File: src/rtl/adder_scheduler_if.sv
// adder_scheduler_if
// Requester-side bus of the adder scheduler.
//   req       : per-requester request, held until its rsp_valid pulse
//   opa, opb  : packed 8-bit operands, requester i on bits [8i+7:8i]
//   gnt       : one-hot grant, high from issue until the response
//   rsp_valid : one-cycle response pulse to the served requester
//   rsp_data  : sum (a+b mod 256), valid with rsp_valid
//   rsp_err   : pulses with rsp_valid when the operation timed out
// master = requester side, slave = scheduler side.
interface adder_scheduler_if #(
   parameter int unsigned NUM_REQ = 4
) ();
   logic [NUM_REQ-1:0]   req;
   logic [8*NUM_REQ-1:0] opa;
   logic [8*NUM_REQ-1:0] opb;
   logic [NUM_REQ-1:0]   gnt;
   logic [NUM_REQ-1:0]   rsp_valid;
   logic [7:0]           rsp_data;
   logic                 rsp_err;

   modport master (
      output req, opa, opb,
      input  gnt, rsp_valid, rsp_data, rsp_err
   );

   modport slave (
      input  req, opa, opb,
      output gnt, rsp_valid, rsp_data, rsp_err
   );
endinterface

File: src/rtl/adder_scheduler.sv
// adder_scheduler
// Round-robin scheduler sharing one serial 8-bit adder among NUM_REQ requesters.
// One operation is outstanding at a time; an operation that gets no add_done
// within TIMEOUT wait cycles is answered with rsp_err and rsp_data = 0.
// Ports:
//   clk, rst  : clock, synchronous active-high reset
//   bus       : requester bus (adder_scheduler_if.slave)
//   busy      : high in every state except idle
//   add_a/b   : operands to the shared adder, held until the next grant
//   add_start : one-cycle adder start strobe
//   add_c     : adder result
//   add_done  : adder done flag, may stay high for several cycles
// All outputs come straight from registers.
module adder_scheduler #(
   parameter int unsigned NUM_REQ = 4,
   parameter int unsigned TIMEOUT = 31
) (
   input  logic             clk,
   input  logic             rst,
   adder_scheduler_if.slave bus,
   output logic             busy,
   output logic [7:0]       add_a,
   output logic [7:0]       add_b,
   output logic             add_start,
   input  logic [7:0]       add_c,
   input  logic             add_done
);
   localparam int unsigned PW = (NUM_REQ > 1) ? $clog2(NUM_REQ) : 1;

   typedef enum logic [1:0] {StIdle, StIssue, StWait, StDrain} state_e;

   state_e             state_q, state_d;
   logic [PW-1:0]      ptr_q, ptr_d;
   logic [PW-1:0]      win_q, win_d;
   logic [7:0]         cnt_q, cnt_d;
   logic [NUM_REQ-1:0] gnt_q, gnt_d;
   logic [NUM_REQ-1:0] rsp_valid_q, rsp_valid_d;
   logic [7:0]         rsp_data_q, rsp_data_d;
   logic               rsp_err_q, rsp_err_d;
   logic               busy_q, busy_d;
   logic [7:0]         add_a_q, add_a_d;
   logic [7:0]         add_b_q, add_b_d;
   logic               add_start_q, add_start_d;

   logic [7:0]    opa_arr [NUM_REQ];
   logic [7:0]    opb_arr [NUM_REQ];
   logic          found;
   logic [PW-1:0] pick;
   logic [PW-1:0] ptr_next;
   int unsigned   idx;

   for (genvar g = 0; g < NUM_REQ; g++) begin : g_unpack
      assign opa_arr[g] = bus.opa[8*g +: 8];
      assign opb_arr[g] = bus.opb[8*g +: 8];
   end

   // Round-robin pick: first requester at or above ptr, wrapping around.
   always_comb begin
      found = 1'b0;
      pick  = '0;
      idx   = 0;
      for (int unsigned i = 0; i < NUM_REQ; i++) begin
         idx = 32'(ptr_q) + i;
         if (idx >= NUM_REQ) idx = idx - NUM_REQ;
         if (!found && bus.req[PW'(idx)]) begin
            found = 1'b1;
            pick  = PW'(idx);
         end
      end
   end

   assign ptr_next = (32'(win_q) == NUM_REQ - 1) ? '0 : win_q + 1'b1;

   always_comb begin
      state_d     = state_q;
      ptr_d       = ptr_q;
      win_d       = win_q;
      cnt_d       = cnt_q;
      gnt_d       = gnt_q;
      rsp_valid_d = '0;
      rsp_data_d  = rsp_data_q;
      rsp_err_d   = 1'b0;
      add_a_d     = add_a_q;
      add_b_d     = add_b_q;
      add_start_d = 1'b0;

      unique case (state_q)
         StIdle: begin
            // add_done is deliberately ignored here and in StIssue.
            if (found) begin
               win_d        = pick;
               gnt_d        = '0;
               gnt_d[pick]  = 1'b1;
               add_a_d      = opa_arr[pick];
               add_b_d      = opb_arr[pick];
               add_start_d  = 1'b1;
               state_d      = StIssue;
            end
         end
         StIssue: begin
            cnt_d   = '0;
            state_d = StWait;
         end
         StWait: begin
            if (add_done) begin
               rsp_valid_d        = '0;
               rsp_valid_d[win_q] = 1'b1;
               rsp_data_d         = add_c;
               gnt_d              = '0;
               ptr_d              = ptr_next;
               state_d            = StDrain;
            end else if (cnt_q == 8'(TIMEOUT - 1)) begin
               rsp_valid_d        = '0;
               rsp_valid_d[win_q] = 1'b1;
               rsp_data_d         = '0;
               rsp_err_d          = 1'b1;
               gnt_d              = '0;
               ptr_d              = ptr_next;
               state_d            = StDrain;
            end else begin
               cnt_d = cnt_q + 8'd1;
            end
         end
         StDrain: begin
            // Wait for the adder to drop done before a new start can be issued.
            if (!add_done) state_d = StIdle;
         end
         default: state_d = StIdle;
      endcase

      busy_d = (state_d != StIdle);
   end

   always_ff @(posedge clk) begin
      if (rst) begin
         state_q     <= StIdle;
         ptr_q       <= '0;
         win_q       <= '0;
         cnt_q       <= '0;
         gnt_q       <= '0;
         rsp_valid_q <= '0;
         rsp_data_q  <= '0;
         rsp_err_q   <= 1'b0;
         busy_q      <= 1'b0;
         add_a_q     <= '0;
         add_b_q     <= '0;
         add_start_q <= 1'b0;
      end else begin
         state_q     <= state_d;
         ptr_q       <= ptr_d;
         win_q       <= win_d;
         cnt_q       <= cnt_d;
         gnt_q       <= gnt_d;
         rsp_valid_q <= rsp_valid_d;
         rsp_data_q  <= rsp_data_d;
         rsp_err_q   <= rsp_err_d;
         busy_q      <= busy_d;
         add_a_q     <= add_a_d;
         add_b_q     <= add_b_d;
         add_start_q <= add_start_d;
      end
   end

   assign bus.gnt       = gnt_q;
   assign bus.rsp_valid = rsp_valid_q;
   assign bus.rsp_data  = rsp_data_q;
   assign bus.rsp_err   = rsp_err_q;
   assign busy          = busy_q;
   assign add_a         = add_a_q;
   assign add_b         = add_b_q;
   assign add_start     = add_start_q;
endmodule

File: src/flat_wrapper.sv
// flat-port wrapper written by rule: the top's interface ports become plain ports
module adder_scheduler_flat 
#(
   parameter int unsigned NUM_REQ = 4,
   parameter int unsigned TIMEOUT = 31
)
  (clk, rst, busy, add_a, add_b, add_start, add_c, add_done, bus_req, bus_opa, bus_opb, bus_gnt, bus_rsp_valid, bus_rsp_data, bus_rsp_err);
  adder_scheduler_if #(.NUM_REQ(NUM_REQ)) bus_i ();
  input  logic clk;
  input  logic rst;
  output logic busy;
  output logic [7:0] add_a;
  output logic [7:0] add_b;
  output logic add_start;
  input  logic [7:0] add_c;
  input  logic add_done;
  input wire logic [$bits(bus_i.req)-1:0] bus_req;
  input wire logic [$bits(bus_i.opa)-1:0] bus_opa;
  input wire logic [$bits(bus_i.opb)-1:0] bus_opb;
  output wire logic [$bits(bus_i.gnt)-1:0] bus_gnt;
  output wire logic [$bits(bus_i.rsp_valid)-1:0] bus_rsp_valid;
  output wire logic [$bits(bus_i.rsp_data)-1:0] bus_rsp_data;
  output wire logic [$bits(bus_i.rsp_err)-1:0] bus_rsp_err;
  assign bus_i.req = bus_req;
  assign bus_i.opa = bus_opa;
  assign bus_i.opb = bus_opb;
  assign bus_gnt = bus_i.gnt;
  assign bus_rsp_valid = bus_i.rsp_valid;
  assign bus_rsp_data = bus_i.rsp_data;
  assign bus_rsp_err = bus_i.rsp_err;
  adder_scheduler #(.NUM_REQ(NUM_REQ), .TIMEOUT(TIMEOUT)) u_core (.clk(clk), .rst(rst), .bus(bus_i), .busy(busy), .add_a(add_a), .add_b(add_b), .add_start(add_start), .add_c(add_c), .add_done(add_done));
endmodule
File: config.mk
export PLATFORM = sky130hd
export DESIGN_NAME = adder_scheduler_flat
export DESIGN_NICKNAME = d
export VERILOG_FILES = /design/src/rtl/adder_scheduler_if.sv /design/src/rtl/adder_scheduler.sv /design/src/flat_wrapper.sv
export SDC_FILE = /design/constraint.sdc
export NUM_CORES = 1
export LEC_CHECK = 0
export CAP_MARGIN = 20
export CORE_MARGIN = 3
export CORE_UTILIZATION = 40
export CTS_CLUSTER_SIZE = 16
export DETAILED_ROUTE_END_ITERATION = 10
export MAX_ROUTING_LAYER = met4
export PLACE_DENSITY = 0.78
export SYNTH_ARGS = -nofsm -noshare
export SYNTH_HDL_FRONTEND = slang
export SYNTH_SLANG_ARGS = --single-unit
File: constraint.sdc
create_clock -name clk -period 2.48 [get_ports clk]
set_input_delay 0.62 -clock clk [delete_from_list [all_inputs] [get_ports clk]]
set_output_delay 0.62 -clock clk [all_outputs]
set_load 0.05 [all_outputs]
# Yosys cells after proc, flatten, opt, wreduce, memory -nomap -nowiden
# Index checks and enable logic that the tools add are counted.
[totals] word_cells=117 reg_bits=49
[classes] n_reduce_logical=20 n_eq_ne=9 mux=51 addsub=9 n_bitwise=3 magnitude_cmp=13
[ops] cell="2-to-1 mux 8 bit" count=8
[ops] cell="binary-select mux 8 bit (select 2 bit)" count=2
[ops] cell="2-to-1 mux 2 bit" count=15
[ops] cell="2-to-1 mux 4 bit" count=5
[ops] cell="less-than comparator 2 x 3 -> 1 bit (second input constant)" count=6
[ops] cell="one-hot mux 8 bit (2 select lines)" count=1
[ops] cell=">= comparator 3 bit (second input constant)" count=4
[ops] cell="2-to-1 mux 1 bit" count=12
[ops] cell="adder 8 x 1 -> 8 bit (second input constant)" count=1
[ops] cell="binary-select mux 1 bit (select 2 bit)" count=4
[ops] cell="equality test 8 x 5 -> 1 bit (second input constant)" count=1
[ops] cell="one-hot mux 2 bit (4 select lines)" count=1
[ops] cell="one-hot mux 4 bit (2 select lines)" count=1
[ops] cell="nonzero test 2 bit" count=4
[ops] cell="subtractor 2 x 1 -> 2 bit (second input constant)" count=4
[ops] cell="adder 2 x 2 -> 3 bit (second input constant)" count=2
[ops] cell="equality test 2 bit (second input constant)" count=3
[ops] cell="AND reduction 3 bit" count=2
[ops] cell="logical AND 1 bit" count=5
[ops] cell="demux 1 bit (select 2 bit)" count=2
[ops] cell=">= comparator 2 x 1 -> 1 bit (second input constant)" count=2
[ops] cell="!= test 2 bit (second input constant)" count=2
[ops] cell="AND reduction 2 bit" count=2
[ops] cell="OR reduction 2 bit" count=2
[ops] cell="other kinds (11)" count=14

# Depth between registers and ports, before layout
# Gate-level depths: netlist of the first run.
[logic_depth] depth_word=20 mapped_depth=8 ltp_nobuf=7

# Least setup slack after synthesis of the first run
# No wires, ideal clock.
[synth_timing] kind="input to register" start="input bus_req[0]" end="register u_core.add_a_q[0] (netlist: u_core.add_a[0])" slack_ps=574 cell_stages=7 setup_time_ps=129 path_buffers=2 t_arrival_ps=1777 required_ps=2351 cell_sequence="nor2b_1 -> o21bai_1 -> and2_1 -> buf_4 -> buf_6 -> mux2i_1 -> o211ai_1"
[synth_via] elab_chain_cells=16 elab_cells_between_ends=27 cone_classes="mux (19); bitwise (1); reduce/logical (7)"
[synth_lines] item="from (decl)" line_no="flat_wrapper.sv:17" text="input wire logic [$bits(bus_i.req)-1:0] bus_req;"
[synth_lines] item="binary-select mux 1 bit (select 2 bit)" line_no="adder_scheduler.sv:65" text="if (!found && bus.req[PW'(idx)]) begin"
[synth_lines] item="2-to-1 mux 1 bit (not written as such)" line_no="adder_scheduler.sv:65"
[synth_lines] item="2-to-1 mux 1 bit" line_no="adder_scheduler.sv:65"
[synth_lines] item="logical NOT 1 bit" line_no="adder_scheduler.sv:65"
[synth_lines] item="logical AND 1 bit" line_no="adder_scheduler.sv:65"
[synth_lines] item="2-to-1 mux 1 bit" line_no="adder_scheduler.sv:65"
[synth_lines] item="logical NOT 1 bit" line_no="adder_scheduler.sv:65"
[synth_lines] item="logical AND 1 bit" line_no="adder_scheduler.sv:65"
[synth_lines] item="2-to-1 mux 1 bit" line_no="adder_scheduler.sv:65"
[synth_lines] item="logical NOT 1 bit" line_no="adder_scheduler.sv:65"
[synth_lines] item="logical AND 1 bit" line_no="adder_scheduler.sv:65"
[synth_lines] item="2-to-1 mux 2 bit" line_no="adder_scheduler.sv:65"
[synth_lines] item="NOT 2 -> 3 bit (not written as such)" line_no="adder_scheduler.sv:94" text="add_a_d = opa_arr[pick];"
[synth_lines] item="binary-select mux 8 bit (select 2 bit)" line_no="adder_scheduler.sv:94"
[synth_lines] item="2-to-1 mux 8 bit (not written as such) (2 in a row)" line_no="adder_scheduler.sv:94"
[synth_lines] item="to (signal assigned)" line_no="adder_scheduler.sv:145" text="add_a_q <= '0;"
[synth_lines] item="to (signal assigned)" line_no="adder_scheduler.sv:158" text="add_a_q <= add_a_d;"
[synth_lines] item="to (decl)" line_no="adder_scheduler.sv:41" text="logic [7:0] add_a_q, add_a_d;"
# Several ways; a longest one is shown, not always the timed one. The select of a mux whose other input is x is not followed.
# A chain may end at the register's enable or synchronous reset.

# Final worst setup path of the first run
[layout_timing] start="register u_core.add_b_q[2] (netlist: u_core.add_b[2])" end="output add_b[2]"
[layout_rtl] item="from (decl)" line_no="adder_scheduler.sv:42" text="logic [7:0] add_b_q, add_b_d;"
[layout_rtl] item="from (signal assigned)" line_no="adder_scheduler.sv:146" text="add_b_q <= '0;"
[layout_rtl] item="from (signal assigned)" line_no="adder_scheduler.sv:159" text="add_b_q <= add_b_d;"
[layout_rtl] item="to (decl)" line_no="flat_wrapper.sv:13" text="output logic [7:0] add_b;"
# No word-level cell between the ends.

==> results of run 1 <==
-- worst reg2reg max path, cell delays in order, from the launching register on --
cell      delay, ps
dfxtp_1         400
or4b_4          510
o21a_1          350
a21oi_2         260
a21oi_1          70
a211oi_1        260
-- Yosys cell counts (all sizes together), types with 2 or more instances --
cell type  number
and3           20
a21boi         16
ha              6
nand2b          2
a211oi          2
xor2            3
and2            5
nand3           7
nand4           2
nor2b           5
dfxtp          49
buf             9
nor3            2
a21oi          13
a22oi           9
nor2           28
o21ai          19
mux2i          18
o21bai          3
nand2          25
nand3b          2
inv             7
o211ai         16
clkbuf          9
-- power by group through the flow --
stage	clock network [uW]	registers (uW)	logic (uW)
6_report	457	893	729
4_1_cts	474	893	734
2_1_floorplan	0	1090	232
5_1_grt	505	903	784
3_3_place_gp	0	910	724
3_5_place_dp	0	911	732
-- per-layer routing --
layer	GRT usage (%)	part of all wire, %	wire (um)	vias to the layer above
met1	24.1	43	2890	1142
met5	-	0	0	-
met2	32.6	47	3220	109
met3	6.21	9.0	614	7
li1	-	-	-	1257
met4	5.18	1.0	71	0
-- area by class of cell --
type	instances	area [um^2]
inverter	7	26.3
timing repair buffer	126	1290
clock buffer	5	68.8
fill	517	2090
clock inverter	3	17.5
sequential	49	981
multi-input combinational	214	1390
tap	75	93.8
-- per-stage QoR --
stage / hold slack [ps] / utilization [%] / setup WS (ps)
3_5_place_dp: 462 / 63.5 / 76.7
3_3_place_gp: 457 / 63.5 / 157
6_report: 477 / 65.0 / 367
2_1_floorplan: 446 / - / 574
5_1_grt: 490 / 65.0 / 245
4_1_cts: 481 / 65.0 / 347
-- logic make-up (layout without fill, tap and decap cells) --
family                     after synthesis  count (layout)  share of synthesized area (%)
muxes                                   19              19                           7.84
buffers and inverters                   25             141                           4.83
and+or+nand+nor                        102             102                           20.5
DFF                                     49              49                           39.4
xor gates and xnor gates                 3               3                           1.06
adders and majority gates                6               6                           3.02
AOI/OAI and AO/OA                       84              84                           23.3
-- flip-flops by register name, summed over array words and instances, names as in the netlist --
register	flops
u_core.add_a	8
u_core.add_b	8
u_core.bus.rsp_data	8
u_core.cnt_q	8
u_core.bus.gnt	4
u_core.bus.rsp_valid	4
u_core.ptr_q	2
u_core.state_q	2
u_core.win_q	2
u_core.add_start	1
u_core.bus.rsp_err	1
u_core.busy	1
-- worst max path at each step --
stage / cells past startpoint / end / slack [ps] / startpoint
after global placement: 7 / u_core.add_a[1] / 160 / bus_req[1]
after global routing: 7 / u_core.add_a[1] / 240 / bus_req[3]
after CTS: 1 / add_b[2] / 350 / u_core.add_b[2]
final: 1 / add_b[2] / 370 / u_core.add_b[2]
after detailed placement: 7 / u_core.add_b[3] / 80 / bus_req[1]
after floorplan: 7 / u_core.add_a[0] / 570 / bus_req[0]
==> summary.md, run 1 <==
| Metric | Value |
|---|---|
| Slowest stage cell on the critical path | `clkdlybuf4s50_1` |
| Worst reg2reg setup slack | `560 ps` |
| Seq/Total Area, Yosys | `between 30% and 40%` |
| Final Total Pwr | `2080 uW` |
| Internal | `about 1400 uW` |
| Share of power burned in registers | `between 40% and 50%` |
| Mapped Avg Cell Area | `8.64 um^2` |
| CTS tree | `done` |
| Synthesized Nets | `between 300 and 400` |
| I/O pin cnt | `roughly 110` |
| Worst R2R End | `u_core.cnt_q[3]` |
| CP Data Required Time | `1860 ps` |
| Part of the cycle the worst path needs | `~85%` |
| Fin crit period | `about 2100 ps` |
| Residual DRC count | `0` |
| Number of global-route vias before repair | `2489` |
| Diodes inserted | `0` |
| Final cell count without fillers | `~480` |
| Die Ht | `84.9 um` |
| Post-Synthesis Cells | `roughly 290` |
| Antenna Nets Post-Route | `0` |
| Initial Utilization | `a little over two fifths` |
| Worst reg2reg path depth | `5` |
| Cell taking the most area after synthesis | `dfxtp_1` |
| Final slew viol count | `0` |
| Delay-heaviest family, CP | `buffers and inverters` |
| Buf/Inv on CP | `1` |
| Clock root cell | `clkbuf_8` |
| Worst-path cell chain | `clkdlybuf4s50_1` |
| Max Fanout on Critical Path | `2` |
| Psw | `706 uW` |
| Top_reg_cell synth | `dfxtp_1` |
| Final Net Count | `488` |
| Vias per inst | `between 5 and 6` |
| Most frequent cells in the layout | `113 x clkdlybuf4s50_1, 49 x dfxtp_1, 26 x nor2_1` |
| Pleak | `around 0.0015 uW` |
| Detailed placement HPWL | `roughly 5300 um` |
| I/O Buffers | `roughly 110` |
| Final Cell Area | `just under 4000 um^2` |
| Async set-reset flop share out of synthesis | `0%` |
| Synth warn | `0` |
| Row count | `28` |
| Min-delay src | `u_core.bus.gnt[0]` |
| Area share of the largest cell type after synthesis | `about two fifths` |
| WL per Instance | `~14 um` |
| PD cells | `between 500 and 600 nW/um^2` |
| Placed cell areas | `3780 um^2` |
| P&R area growth vs syn | `55.5%` |
| Reg clk slew, reported paths | `approximately 90 ps` |
| CP startpoint kind | `register` |
| Status | `complete, no violations` |
| Antenna violations before repair | `0` |
| Worst Setup End Kind | `primary output` |
| Share of post-route cells with drive strength above 1 | `~7.2%` |
| Cell Area, Synth | `about 2500 um^2` |
| CP Data Arrival Time | `roughly 1500 ps` |
| Core area | `between 5000 and 6000 um^2` |
| Iter 0 DRT Violations | `around 120` |
| RSZ-0062 raised after global routing | `no` |
| FMAX | `473 MHz` |
| Hold-fix buffers, CTS | `0` |
| CTS H-Tree Depth | `2` |
| Total Neg Setup Slack | `0 ps` |
| Number of setup violations in the final report | `0` |
| Top cells by area, synth | `dfxtp_1 39%, mux2i_1 7.2%, and3_1 5.0%` |
| Worst hold-check path type | `reg2reg` |
| Clock Path Buffers | `2` |
| Max_cap viols | `0` |
| Total wire length | `just under 7000 um` |
| Global-route wire length before repair | `approximately 11000 um` |
| EDFF count, synth | `0` |
| Hold path depth | `2` |
| Most common cell after layout, fill and taps aside | `clkdlybuf4s50_1` |
| Setup bufs post-CTS | `0` |
| Reg2Reg Launch Point | `u_core.cnt_q[2]` |
| Sink Count | `between 40 and 50` |
| Die Wd | `84.9 um` |
| Register bit total from synthesis | `49` |
| Clock power share | `22.0%` |
| Max_slew headroom | `a little under three fifths` |
| Hold EP | `u_core.bus.gnt[0]` |
| Die area | `7200 um^2` |
| Inst Count DP | `471` |
| Logic pwr share | `35.0%` |
| Gr usage total | `approximately a fifth` |
| Worst VDD drop | `roughly 250 uV` |
| Total gr overflow | `0` |
| Slew @ Worst Pin | `about 660 ps` |
| Vias | `2515` |
| Critical path class | `reg2out` |
| Clk_lat worst skew | `~300 ps` |
| Switch share | `around 34%` |
| Routability cong. | `0.830` |
| Final hold violations | `0` |
| Yosys cell types | `between 40 and 50` |
| Largest net degree at the start of global routing | `34` |
| Delay of the slowest cell on the worst path | `slightly above 800 ps` |
| Worst Skew | `6.44 ps` |
| Num CTS Buffers | `5` |
| First drt pass iteration count | `4` |
| Post-CTS sizing | `0` |
Power figures use the tool's default switching activity.
==> inputs of run 2 (changes only) <==
- clock period: 2.48 -> 2.5 ns (I/O delays scaled with it)
==> run 2 against run 1 <==
  * Clock power grew 26%
  * Global-route usage shrank 0.088 points
  * Combinational power shrank 2%
  * Clock skew grew 2.7 ps
  * Hold slack gained 1.2 ps
  * Via count shrank 0.28%
  * Highest routed layer unchanged
==> summary.md, run 2 (same netlist as run 1, synthesis figures left out) <==
| Metric | Value |
|---|---|
| Status | `complete, no violations` |
| Min-delay src | `u_core.bus.gnt[0]` |
| Worst Setup End Kind | `primary output` |
| Slew @ Worst Pin | `618 ps (-43.0 ps)` |
| Gr usage total | `19.9% (-0.088 points)` |
| First drt pass iteration count | `4 (unchanged)` |
| Reg2Reg Launch Point | `u_core.cnt_q[2]` |
| Final Net Count | `488 (unchanged)` |
| Worst VDD drop | `289 uV (+16%)` |
| Die area | `7200 um^2 (unchanged)` |
| Pleak | `0.00147 uW (about the same)` |
| Antenna violations before repair | `0 (unchanged)` |
| Total Neg Setup Slack | `0 ps (unchanged)` |
| Initial Utilization | `41.8% (unchanged)` |
| P&R area growth vs syn | `55.7% (about the same)` |
| Setup bufs post-CTS | `0 (unchanged)` |
| Max_cap viols | `0 (unchanged)` |
| Row count | `28 (unchanged)` |
| Clock Path Buffers | `2 (unchanged)` |
| CTS H-Tree Depth | `2 (unchanged)` |
| Worst Skew | `9.10 ps (+2.67 ps)` |
| Global-route wire length before repair | `11400 um (about the same)` |
| FMAX | `between 400 and 500 MHz` |
| Final Cell Area | `3870 um^2 (about the same)` |
| Delay of the slowest cell on the worst path | `830 ps (about the same)` |
| RSZ-0062 raised after global routing | `no` |
| Diodes inserted | `0 (unchanged)` |
| Vias | `2508 (-0.28%)` |
| Number of setup violations in the final report | `0 (unchanged)` |
| Delay-heaviest family, CP | `buffers and inverters` |
| Residual DRC count | `0 (unchanged)` |
| Die Ht | `84.9 um (unchanged)` |
| I/O pin cnt | `114 (unchanged)` |
| Final slew viol count | `0 (unchanged)` |
| CP Data Arrival Time | `1500 ps (about the same)` |
| Hold-fix buffers, CTS | `0 (unchanged)` |
| Worst-path cell chain | `clkdlybuf4s50_1` |
| Total gr overflow | `0 (unchanged)` |
| CP startpoint kind | `register` |
| Buf/Inv on CP | `1 (unchanged)` |
| Sink Count | `49 (unchanged)` |
| Clock root cell | `clkbuf_8` |
| Final hold violations | `0 (unchanged)` |
| Antenna Nets Post-Route | `0 (unchanged)` |
| Placed cell areas | `3760 um^2 (-0.66%)` |
| Vias per inst | `5.24 (-0.28%)` |
| Worst reg2reg path depth | `5 (unchanged)` |
| PD cells | `563 nW/um^2 (+4.8%)` |
| Share of post-route cells with drive strength above 1 | `7.18% (unchanged)` |
| Iter 0 DRT Violations | `107 (-13%)` |
| Post-CTS sizing | `0 (unchanged)` |
| Max_slew headroom | `58.5% (+2.9 points)` |
| Reg clk slew, reported paths | `100 ps (about the same)` |
| Worst hold-check path type | `reg2reg` |
| Clk_lat worst skew | `310 ps (about the same)` |
| Number of global-route vias before repair | `2574 (+3.4%)` |
| Total wire length | `6930 um (+2.0%)` |
| Most common cell after layout, fill and taps aside | `clkdlybuf4s50_1` |
| Die Wd | `84.9 um (unchanged)` |
| Critical path class | `reg2out` |
| Worst R2R End | `u_core.cnt_q[6]` |
| Hold EP | `u_core.bus.gnt[0]` |
| Setup ws final | `372 ps (+5.31 ps)` |
| Detailed placement HPWL | `5370 um (+0.98%)` |
| Core area | `5960 um^2 (unchanged)` |
| Hold_ws | `479 ps (+1.23 ps)` |
| CTS tree | `done` |
| Largest net degree at the start of global routing | `34 (unchanged)` |
| Routability cong. | `0.827 (-0.33%)` |
| Fin crit period | `about 2100 ps` |
| Slowest stage cell on the critical path | `clkdlybuf4s50_1` |
| Most frequent cells in the layout | `113 x clkdlybuf4s50_1, 49 x dfxtp_1, 26 x nor2_1` |
| WL per Instance | `14.5 um (+2.0%)` |
| Num CTS Buffers | `5 (unchanged)` |
| CP Data Required Time | `1880 ps (+20 ps)` |
| Worst reg2reg setup slack | `590 ps (+30 ps)` |
| Hold path depth | `2 (unchanged)` |
| Pre-CTS setup slack | `76.5 ps (-0.221 ps)` |
| Max Fanout on Critical Path | `2 (unchanged)` |
| I/O Buffers | `113 (unchanged)` |
| Part of the cycle the worst path needs | `85.1%` |
-- run 2: changes by cell type in the layout (fill, tap and decap cells not counted) --
cell / before / now
clkinv_4: 0 / 1
bufinv_16: 0 / 1
buf_4: 8 / 10
buf_12: 5 / 3
clkinv_2: 2 / 0
-- run 2: layout make-up --
cell class                 count  area, um^2
sequential                    49         981
timing repair buffer         126        1270
clock buffer                   5        68.8
clock inverter                 3        46.3
multi-input combinational    214        1390
fill                         546        2080
inverter                       7        26.3
tap                           75        93.8
-- run 2: worst register-to-register path: cells and delay by family, from the launching register on --
kind	cells	cell delay [ps]
flops	1	400
compound gates	4	920
simple gates	1	510
-- run 2: how the worst max path moves through the flow --
stage                                from              end  slack [ps]  cells past startpoint
after CTS                 u_core.add_a[3]         add_a[3]         360                      1
after floorplan                bus_req[0]  u_core.add_a[0]         590                      7
after global placement         bus_req[3]  u_core.add_b[3]          80                      7
final                     u_core.add_b[2]         add_b[2]         370                      1
after global routing           bus_req[3]  u_core.add_a[3]         250                      7
after detailed placement       bus_req[3]  u_core.add_a[3]          80                      7
-- run 2: layer usage --
layer	vias to the layer above	wire length (um)	part of all wire (%)	track usage, %
met5	-	0	0	-
met4	0	91	1.3	4.75
met3	9	683	9.9	6.99
met2	112	3280	47	34.4
met1	1129	2880	42	22.0
li1	1258	-	-	-
-- run 2: power by group --
part           total, uW  internal (uW)  switching [uW]
Combinational        718            320             398
Clock                577            300             277
Sequential           885            843            41.9
Total               2180           1460             717
-- run 2: metrics by stage --
step                utilization (%)  power, uW  instances
floorplan                         -       1310        288
global placement               63.1       1610        471
detailed placement             63.1       1620        471
CTS                            65.0       2200        479
global route                   65.0       2280        479
finish                         65.0       2180        479
==> inputs of run 3 (changes only) <==
- GPL_TIMING_DRIVEN: default -> 0
==> run 3 against run 2 <==
  * Critical path depth up 7
  * Clock-buffer cell count is 1 higher
  * Final area fell by 0.36%
  * Core utilization fell by 0.23 points
  * Hold slack worse by 2.3 ps
  * Highest routed layer unchanged
  * Wire length up 5.1%
  * Clock skew about the same
  * Power increased by 0.33%
  * Critical path type is now in2reg
  * Die area unchanged
  * Combinational power is essentially flat
  * Global-route usage is 1.0 points higher
  * Maximum frequency down 10%
==> summary.md, run 3 (same netlist as run 1, synthesis figures left out) <==
| Metric | Value |
|---|---|
| Die Wd | `84.9 um (unchanged)` |
| Reg clk slew, reported paths | `90 ps (about the same)` |
| Switch share | `32.6% (-0.31 points)` |
| PD cells | `567 nW/um^2 (+0.69%)` |
| Routability cong. | `0.847 (+2.5%)` |
| Hold-fix buffers, CTS | `0 (unchanged)` |
| Clock power share | `26.9% (+0.4 points)` |
| Final hold violations | `0 (unchanged)` |
| Slowest stage cell on the critical path | `clkdlybuf4s50_1` |
| FMAX | `421 MHz (-10%)` |
| FILL cells | `525 (-3.8%)` |
| Gr usage total | `20.9% (+1.0 points)` |
| Total gr overflow | `0 (unchanged)` |
| Max_slew headroom | `44.1% (-14 points)` |
| Share of power burned in registers | `40.2% (-0.4 points)` |
| Diodes inserted | `0 (unchanged)` |
| Slew @ Worst Pin | `831 ps (+214 ps)` |
| Multi-input logic area | `1410 um^2 (+1.4%)` |
| Worst hold-check path type | `reg2reg` |
| Total Neg Setup Slack | `0 ps (unchanged)` |
| I/O Buffers | `113 (unchanged)` |
| WL per Instance | `15.1 um (+4.0%)` |
| Final slew viol count | `0 (unchanged)` |
| Psw | `712 uW (-0.63%)` |
| First drt pass iteration count | `4 (unchanged)` |
| Vias per inst | `5.29 (+0.94%)` |
| Buf/Inv on CP | `3 (+2)` |
| Largest net degree at the start of global routing | `16 (-53%)` |
| Clock Path Buffers | `2 (unchanged)` |
| Delay of the slowest cell on the worst path | `530 ps (-300 ps)` |
| Worst Setup End Kind | `register` |
| Detailed placement HPWL | `5740 um (+6.9%)` |
| CP Data Arrival Time | `2560 ps (+1060 ps)` |
| Row count | `28 (unchanged)` |
| Share of post-route cells with drive strength above 1 | `6.85% (-0.33 points)` |
| Part of the cycle the worst path needs | `95.1% (+10 points)` |
| Die area | `7200 um^2 (unchanged)` |
| Placed cell areas | `3710 um^2 (-1.2%)` |
| Status | `complete, no violations` |
| CP startpoint kind | `input port` |
| Fin crit period | `2380 ps (+249 ps)` |
| RSZ-0062 raised after global routing | `no` |
| Residual DRC count | `0 (unchanged)` |
| Num CTS Buffers | `5 (unchanged)` |
| Worst VDD drop | `315 uV (+8.8%)` |
| Iter 0 DRT Violations | `141 (+32%)` |
| Max_cap viols | `0 (unchanged)` |
| CTS tree | `done` |
| Sequential cell area | `981 um^2 (unchanged)` |
| Initial Utilization | `41.8% (unchanged)` |
| Number of setup violations in the final report | `0 (unchanged)` |
| Core area | `5960 um^2 (unchanged)` |
| Hold_ws | `476 ps (-2.31 ps)` |
| Critical path class | `in2reg` |
| P&R area growth vs syn | `55.1%` |
| Logic pwr share | `32.8% (about the same)` |
| Antenna violations before repair | `0 (unchanged)` |
| Pre-CTS setup slack | `-458 ps (-534 ps)` |
| Most common cell after layout, fill and taps aside | `clkdlybuf4s50_1` |
| Vias | `2558 (+2.0%)` |
| CTS H-Tree Depth | `2 (unchanged)` |
| Die Ht | `84.9 um (unchanged)` |
| Antenna Nets Post-Route | `0 (unchanged)` |
| Internal | `1470 uW (+0.80%)` |
| Max Fanout on Critical Path | `10 (+8)` |
| Sink Count | `49 (unchanged)` |
| Final Net Count | `493 (+1.0%)` |
| Clock root cell | `clkbuf_8` |
| Number of global-route vias before repair | `2542 (-1.2%)` |
| Delay-heaviest family, CP | `buffers and inverters` |
| CP Data Required Time | `2680 ps (+800 ps)` |
| Fin util | `64.8% (-0.23 points)` |
| Worst-path cell chain | `clkdlybuf4s50_1 > nor2b_1 > a211o_1 > and2_1 > buf_4 > buf_6 > mux2i_1 > o211ai_1` |
| Global-route wire length before repair | `12000 um (+5.0%)` |
| Pleak | `0.00145 uW (-1.3%)` |
| Most frequent cells in the layout | `113 x clkdlybuf4s50_1, 49 x dfxtp_1, 25 x nor2_1` |
| Total wire length | `7290 um (+5.1%)` |
| Final Cell Area | `3860 um^2 (-0.36%)` |
| Setup ws final | `123 ps (-249 ps)` |
| Clk_lat worst skew | `300 ps (about the same)` |
| I/O pin cnt | `114 (unchanged)` |
| Worst Skew | `8.73 ps (-0.375 ps)` |
-- run 3: cell count changes in the layout (fill, tap and decap cells not counted), sizes merged --
cell,before,now
clkbuf,5,15
clkinv,1,0
buf,13,9
-- run 3: routing by layer --
metal | track usage, % | share of wire, % | vias to the layer above
met3 | 7.38 | 10 | 10
met2 | 34.6 | 46 | 118
li1 | - | - | 1271
met5 | - | 0 | -
met1 | 24.4 | 42 | 1159
met4 | 5.18 | 1.3 | 0
-- run 3: what timing repair did --
action / 4_1_cts / 5_1_grt
setup endpoints to repair: 10 / 10
gates resized for setup: 2 / 7
setup buffers: 0 / 0
-- run 3: final timing paths --
check | from | endpoint | slack (ps) | cells past startpoint
setup reg to reg | u_core.state_q[0] | u_core.add_a[0] | 610 | 8
hold reg to reg | u_core.bus.gnt[0] | u_core.bus.gnt[0] | 480 | 2
setup / recovery | bus_req[2] | u_core.add_a[2] | 120 | 8
hold / removal | u_core.bus.gnt[0] | u_core.bus.gnt[0] | 480 | 2
-- run 3: power groups by stage --
stage | clock, uW | sequential, uW | combinational, uW
floorplan | 0 | 1080 | 230
finish | 589 | 879 | 718
global route | 628 | 888 | 771
detailed placement | 0 | 898 | 711
CTS | 591 | 880 | 717
global placement | 0 | 894 | 706
-- run 3: final cells by class --
type | count | share of cell area, %
Multi-Input combinational cell | 214 | 36.6
Timing Repair Buffer | 113 | 29.3
Sequential cell | 49 | 25.4
Buffer | 18 | 2.50
Tap cell | 75 | 2.43
Clock buffer | 6 | 2.14
Clock inverter | 2 | 0.972
Inverter | 7 | 0.681
-- run 3: worst min-delay path, delay by kind of cell, from the launching register on --
family          cells  cell delay [ps]
simple gates        1               60
compound gates      1               60
flops               1              320
-- run 3: metrics by stage --
step                      power [uW]  cells
after CTS                       2190    484
final                           2190    484
after global placement          1600    476
after floorplan                 1310    288
after detailed placement        1610    476
after global routing            2290    484
